[config.mk]
export PLATFORM = sky130hd
export DESIGN_NAME = compound_type_sender
export DESIGN_NICKNAME = d
export VERILOG_FILES = /design/src/rtl/compound_type_sender.sv
export SDC_FILE = /design/constraint.sdc
export NUM_CORES = 1
export LEC_CHECK = 0
export CAP_MARGIN = 10
export CORE_UTILIZATION = 30
export DETAILED_ROUTE_END_ITERATION = 10
export PLACE_DENSITY = 0.54
export SYNTH_ARGS = -nofsm -noshare
export SYNTH_HDL_FRONTEND = slang
export SYNTH_SLANG_ARGS = --single-unit
[constraint.sdc]
create_clock -name clk -period 2.08 [get_ports clk]
set_input_delay 0.208 -clock clk [delete_from_list [all_inputs] [get_ports clk]]
set_output_delay 0.208 -clock clk [all_outputs]
set_load 0.1 [all_outputs]
[src/rtl/compound_type_sender.sv]
// Transmit side of the blocking CompoundType interface: buffers integer payloads
// in a small FIFO and emits them as CompoundType messages with alternating mode.
package compound_type_pkg;
    typedef enum logic {
        MODE_READ  = 1'b0,
        MODE_WRITE = 1'b1
    } mode_t;

    typedef struct packed {
        mode_t              mode;
        logic signed [31:0] x;
        logic               y;
    } compound_type_t;
endpackage

// state     | meaning
// ----------+-------------------------------------------
// SECTION_A | next message goes out with mode = read
// SECTION_B | next message goes out with mode = write
module compound_type_sender
    import compound_type_pkg::*;
#(
    parameter int DEPTH = 4,
    parameter int CNT_W = 8
) (
    input  logic                clk,
    input  logic                rst,
    input  logic signed [31:0]  m_in,
    input  logic                m_in_sync,
    output logic                m_in_notify,
    output compound_type_t      b_out,
    input  logic                b_out_sync,
    output logic                b_out_notify,
    output logic [CNT_W-1:0]    sent_count
);

    localparam int PTR_W = $clog2(DEPTH);
    localparam logic [PTR_W:0] FULL_OCC = (PTR_W + 1)'(DEPTH);

    typedef enum logic {
        SECTION_A = 1'b0,
        SECTION_B = 1'b1
    } section_t;

    section_t         section_signal;
    section_t         section_next;
    logic [31:0]      mem [DEPTH];
    logic [PTR_W-1:0] wr_ptr;
    logic [PTR_W-1:0] rd_ptr;
    logic [PTR_W:0]   occ;
    logic             push;
    logic             pop;

    // Both notifies come from registered occupancy only, so a pop never
    // frees a slot for a push in the same cycle.
    assign m_in_notify  = (occ < FULL_OCC);
    assign b_out_notify = (occ != '0);
    assign push         = m_in_notify & m_in_sync;
    assign pop          = b_out_notify & b_out_sync;

    always_ff @(posedge clk or negedge rst) begin
        if (!rst) begin
            section_signal <= SECTION_A;
        end else begin
            section_signal <= section_next;
        end
    end

    always_comb begin
        section_next = section_signal;
        if (pop) begin
            section_next = (section_signal == SECTION_A) ? SECTION_B : SECTION_A;
        end
    end

    always_ff @(posedge clk or negedge rst) begin
        if (!rst) begin
            wr_ptr     <= '0;
            rd_ptr     <= '0;
            occ        <= '0;
            sent_count <= '0;
        end else begin
            if (push) begin
                wr_ptr <= wr_ptr + 1'b1;
            end
            if (pop) begin
                rd_ptr     <= rd_ptr + 1'b1;
                sent_count <= sent_count + 1'b1;
            end
            case ({push, pop})
                2'b10:   occ <= occ + 1'b1;
                2'b01:   occ <= occ - 1'b1;
                default: occ <= occ;
            endcase
        end
    end

    // Storage needs no reset: occupancy alone decides what is valid.
    always_ff @(posedge clk) begin
        if (push) begin
            mem[wr_ptr] <= m_in;
        end
    end

    always_comb begin
        b_out.mode = MODE_READ;
        b_out.x    = '0;
        b_out.y    = 1'b0;
        if (b_out_notify) begin
            b_out.x    = mem[rd_ptr];
            b_out.y    = mem[rd_ptr][31];
            b_out.mode = (section_signal == SECTION_B) ? MODE_WRITE : MODE_READ;
        end
    end

endmodule

==> flow_metrics.env, run 1 <==
export IMPL_diodes=0
export IMPL_period_minus_slack_ns=2.149
export IMPL_worstPathMaxFanout=7
export IMPL_clk_path_buf_depth=2
export IMPL_relSlewSlack=0.5006
export IMPL_dr_pass1_iters=4
export IMPL_drc_errors=0
export IMPL_die_w_um=139.4
export IMPL_synthFlopType="edfxtp_1"
export IMPL_synth_edf_count=128
export IMPL_routed_wl_mm=11.03
export IMPL_clk_latency_ns=0.42
export IMPL_syn_inst=277
export IMPL_critical_path_class="register to primary output"
export IMPL_maxCapViolCount=0
export IMPL_clock_sinks=144
export IMPL_syn_area_per_cell_um2=20.43
export IMPL_grt_pass1_vias=3203
export IMPL_die_h_um=139.4
export IMPL_synth_top_area_share=0.6790
export IMPL_antenna_found_initial=1
export IMPL_finalNetCount=427
export IMPL_ys_seq_elements=144
export IMPL_grt_total_usage=0.1253
export IMPL_synthArstFlopShare=0.1111
export IMPL_yosysSeqAreaShare=0.7498
export IMPL_critPathCaptureType="primary output"
export IMPL_die_area_mm2=0.01942
export IMPL_synth_warnings=0
export IMPL_synth_distinct_cells=25
export IMPL_final_hold_viol_count=0
export IMPL_utilization=0.4479
export IMPL_clkTransAtPathRegs_ns=0.06
export IMPL_violations="setup timing"
export IMPL_initial_core_util=0.3109
export IMPL_cts_tree="done"
export IMPL_hpwl_mm=6.664
export IMPL_cts_max_level=4
export IMPL_crit_start="rd_ptr[0]$_DFFE_PN0P_"
export IMPL_cts_buffers=17
export IMPL_dp_slack_ns=0.08015
export IMPL_area_growth_pct=44.10
export IMPL_root_buffer="clkbuf_16"
export IMPL_port_buffers=79
export IMPL_via_per_inst=4.534
export IMPL_routedWlPerCell_um=17.62
export IMPL_tightest_slew_ns=0.7467
export IMPL_yosys_top_cells_count="edfxtp_1 (128), nor2b_1 (34), mux4_2 (32), dfrtp_1 (16), xnor2_1 (10)"
export IMPL_drv_slew=0
export IMPL_synth_fp_nets=320
export IMPL_drtAntennaViolNets=0
export IMPL_row_count=49
export IMPL_synth_most_common_cell="edfxtp_1"
export IMPL_drt_iter0_drc=113
export IMPL_final_period_utilization=1.033
export IMPL_ctsHoldBuffers=0
export IMPL_gp_congestion=0.6796
export IMPL_ioPinCount=80
export IMPL_coreArea_mm2=0.01821
export IMPL_yosysTopAreaCell="edfxtp_1"
export IMPL_run_status="finished, violations left"
export IMPL_setup_worst_path_start_class="register"
export IMPL_setup_violations=33
export IMPL_hp_class="input port to asynchronous set/reset pin"
export IMPL_skew_ns=0.01112
export IMPL_syn_area_mm2=0.005660
export IMPL_grt_pass1_wl_mm=17.62
export IMPL_timing_rr_start="occ[2]$_DFFE_PN0P_"
export IMPL_synthTopCellsByArea="edfxtp_1 (68%), mux4_2 (13%), dfrtp_1 (7.1%)"
export IMPL_drive_gt1_frac=0.4358
export IMPL_layout_setup_ws_ns=-0.06916
export IMPL_overflow=0
export IMPL_design_area_mm2=0.008157
export IMPL_rsz0062_at_grt="yes"
export IMPL_fmaxAchievable_ghz=0.4653
export IMPL_vias=2838
export IMPL_grt_max_degree=35
export IMPL_crit_required_ns=1.87
export IMPL_placed_area_mm2=0.007301
export IMPL_crit_arrival_ns=1.94
## metal layers
metal | share of wire | global-route usage
met4 | 0.014 | 0.04795
met1 | 0.43 | 0.1447
met2 | 0.51 | 0.2121
met3 | 0.049 | 0.04577
met5 | 0.0010 | 0
## layout by cell type (no fill, tap or decap), drive strengths merged, types with 2 or more instances in the layout
cell,instances
edfxtp,128
buf,65
clkdlybuf4s50,35
nor2b,34
mux4,32
clkbuf,18
dfrtp,16
xnor2,10
inv,9
clkinv,8
nand2,7
ha,6
and2,4
xor2,4
clkinvlp,4
nand4,3
bufinv,3
nor3,3
nor2,2
## cell type report
| cell class | instances | area (um^2) |
|---|---|---|
| clock buffers | 17 | 425.4 |
| clock inverters | 15 | 170.2 |
| fillers | 1566 | 10050 |
| inverters | 9 | 33.78 |
| multi-input cells | 111 | 1525 |
| flip-flops and latches | 144 | 4249 |
| well taps | 229 | 286.5 |
| repair buffers | 101 | 1466 |
## cells by family (layout without fill, tap and decap cells)
family / count (synthesis) / in the layout / synth area share
AND/OR/NAND/NOR: 55 / 55 / 0.05681
multiplexers: 33 / 33 / 0.1291
buffers and inverters: 22 / 142 / 0.02122
adder cells (fa/ha/maj): 7 / 7 / 0.01680
AO/OA/AOI/OAI: 2 / 2 / 0.004641
XOR/XNOR: 14 / 14 / 0.02166
flip-flops: 144 / 144 / 0.7498
## sequential cells by signal (all words and copies together), names as in the netlist
signal / count
section_signal: 1
wr_ptr: 2
sent_count: 8
occ: 3
mem: 128
rd_ptr: 2
## timing repair
item,in CTS,in global routing
cloned,3,0
setup endpoints to repair,33,34
gates resized for setup,26,12
setup buffers,5,1
hold endpoints to repair,0,0
## worst paths after layout
kind | to | slack [ns] | depth (start not counted)
max | b_out[30] | -0.07 | 5
min reg2reg | section_signal$_DFFE_PN0P_ | 0.47 | 1
min in group clk | mem[1][23]$_DFFE_PP_ | 0.42 | 1
min | sent_count[7]$_DFFE_PN0P_ | 0.23 | 1
max in group asynchronous | rd_ptr[1]$_DFFE_PN0P_ | 1.33 | 1
max reg2reg | occ[2]$_DFFE_PN0P_ | 0.33 | 8
## metrics by stage
stage | setup TNS, ns | std cells | hold slack [ns]
floorplan | -0.2156 | 277 | -0.08759
global placement | 0 | 587 | 0.4539
detailed placement | 0 | 587 | 0.4620
CTS | -4.151 | 627 | 0.2399
global route | -3.927 | 626 | 0.2883
finish | -1.417 | 626 | 0.2268
## critical path, cell delays in order, from the launching register on
cell and delay (ns):
dfrtp_2 0.40, buf_6 0.13, buf_12 0.12, mux4_2 0.49
nor2b_2 0.19, buf_12 0.18
Power of run 1 is left out: the tool's default activity adds up to more than one toggle a clock period on the data nets, which glitch-free logic cannot reach.
==> run 2, diff against run 1 <==
- REMOVE_ABC_BUFFERS: unset -> 1
==> flow_metrics.env, run 2 (synthesis results as in run 1) <==
export IMPL_port_buffers=79
export IMPL_row_count=49
export IMPL_fmaxAchievable_ghz=0.4645
export IMPL_cts_tree="done"
export IMPL_crit_buf_inv=3
export IMPL_crit_required_ns=1.87
export IMPL_critical_path_class="register to primary output"
export IMPL_clk_latency_ns=0.41
export IMPL_rsz0062_at_grt="yes"
export IMPL_root_buffer="clkbuf_16"
export IMPL_final_period_utilization=1.035
export IMPL_tightest_slew_ns=0.7638
export IMPL_final_hold_viol_count=0
export IMPL_drtAntennaViolNets=0
export IMPL_grt_pass1_vias=3051
export IMPL_hpwl_mm=6.877
export IMPL_clock_sinks=144
export IMPL_overflow=0
export IMPL_critPathSlowestCell="mux4_2"
export IMPL_maxCapViolCount=0
export IMPL_worst_path_most_repeated_cell="buf_12"
export IMPL_seqCellArea_mm2=0.004247
export IMPL_antenna_found_initial=1
export IMPL_cts_buffers=17
export IMPL_die_h_um=139.4
export IMPL_utilization=0.4362
export IMPL_finalNetCount=424
export IMPL_multi_input_area_mm2=0.001338
export IMPL_dp_slack_ns=0.1404
export IMPL_grt_max_degree=35
export IMPL_setup_violations=33
export IMPL_via_per_inst=4.510
export IMPL_clk_path_buf_depth=2
export IMPL_ioPinCount=80
export IMPL_clkTransAtPathRegs_ns=0.06
export IMPL_top_register="mem"
export IMPL_largest_registers="mem: 128 flops, sent_count: 8 flops, occ: 3 flops"
export IMPL_setup_worst_path_start_class="register"
export IMPL_drv_slew=0
export IMPL_initial_core_util=0.3109
export IMPL_cts_max_level=4
export IMPL_worstPathMaxFanout=8
export IMPL_crit_path_cell_trace="buf_12 -> buf_12 -> mux4_2 -> nor2b_1 -> buf_12"
export IMPL_routed_wl_mm=10.97
export IMPL_hp_class="input port to asynchronous set/reset pin"
export IMPL_critPathMaxStageDelay_ns=0.51
export IMPL_dr_pass1_iters=4
export IMPL_crit_arrival_ns=1.95
export IMPL_fin_setup_tns_ns=-1.372
export IMPL_grt_pass1_wl_mm=17.15
export IMPL_drt_iter0_drc=130
export IMPL_final_cell_mix="edfxtp_1 (128), buf_12 (44), clkdlybuf4s50_1 (35)"
export IMPL_layout_setup_ws_ns=-0.07307
export IMPL_ctsHoldBuffers=0
export IMPL_die_area_mm2=0.01942
export IMPL_drc_errors=0
export IMPL_largest_register_ffs=128
export IMPL_skew_ns=0.004167
export IMPL_grt_total_usage=0.1224
export IMPL_period_minus_slack_ns=2.153
export IMPL_die_w_um=139.4
export IMPL_coreArea_mm2=0.01821
export IMPL_fillers=1542
export IMPL_gp_congestion=0.6588
export IMPL_vias=2814
export IMPL_violations="setup timing"
export IMPL_drive_gt1_frac=0.3553
export IMPL_relSlewSlack=0.4892
export IMPL_final_common_cell="edfxtp_1"
export IMPL_cp_top_family="multiplexers"
export IMPL_run_status="finished, violations left"
export IMPL_critPathCaptureType="primary output"
export IMPL_holdWs_ns=0.2397
export IMPL_area_growth_pct=40.32
export IMPL_routedWlPerCell_um=17.57
run 2: per-stage QoR:
stage	instances	instance area (um^2)
finish	624	7943
global placement	589	7221
global route	623	7940
CTS	621	7875
floorplan	264	5574
detailed placement	589	7221
run 2: path summary, 6_finish.rpt:
path | start | end | slack [ns] | depth (start not counted)
worst min register to register | section_signal$_DFFE_PN0P_ | section_signal$_DFFE_PN0P_ | 0.47 | 1
worst min-delay path | rst | sent_count[5]$_DFFE_PN0P_ | 0.24 | 1
worst max-delay path | rd_ptr[0]$_DFFE_PN0P_ | b_out[22] | -0.07 | 5
min in group clk | m_in[8] | mem[3][8]$_DFFE_PP_ | 0.43 | 1
worst max register to register | occ[0]$_DFFE_PN0P_ | occ[2]$_DFFE_PN0P_ | 0.34 | 8
max in group asynchronous | rst | rd_ptr[1]$_DFFE_PN0P_ | 1.31 | 1
run 2: area by class of cell:
class	count	share of cell area
Sequential cell	144	0.5347
Timing Repair Buffer	98	0.1752
Multi-Input combinational cell	111	0.1684
Clock buffer	24	0.06601
Tap cell	229	0.03607
Clock inverter	8	0.01512
Inverter	9	0.004253
Antenna cell	1	0.0003151
run 2: timing repair:
| item | CTS | global route |
|---|---|---|
| setup buffers | 0 | 1 |
| endpoints found under the hold margin | 0 | 0 |
| setup endpoints to repair | 33 | 33 |
| gates resized for setup | 3 | 6 |
| gates cloned | 0 | 1 |
run 2: metal layers:
| layer | part of all wire | routed length (um) | global-route usage |
|---|---|---|---|
| met1 | 0.43 | 4701 | 0.1450 |
| met2 | 0.50 | 5500 | 0.2013 |
| met3 | 0.052 | 575 | 0.04267 |
| met4 | 0.017 | 189 | 0.05439 |
| met5 | 0 | 0 | 0 |
Power of run 2 is left out for the same reason.
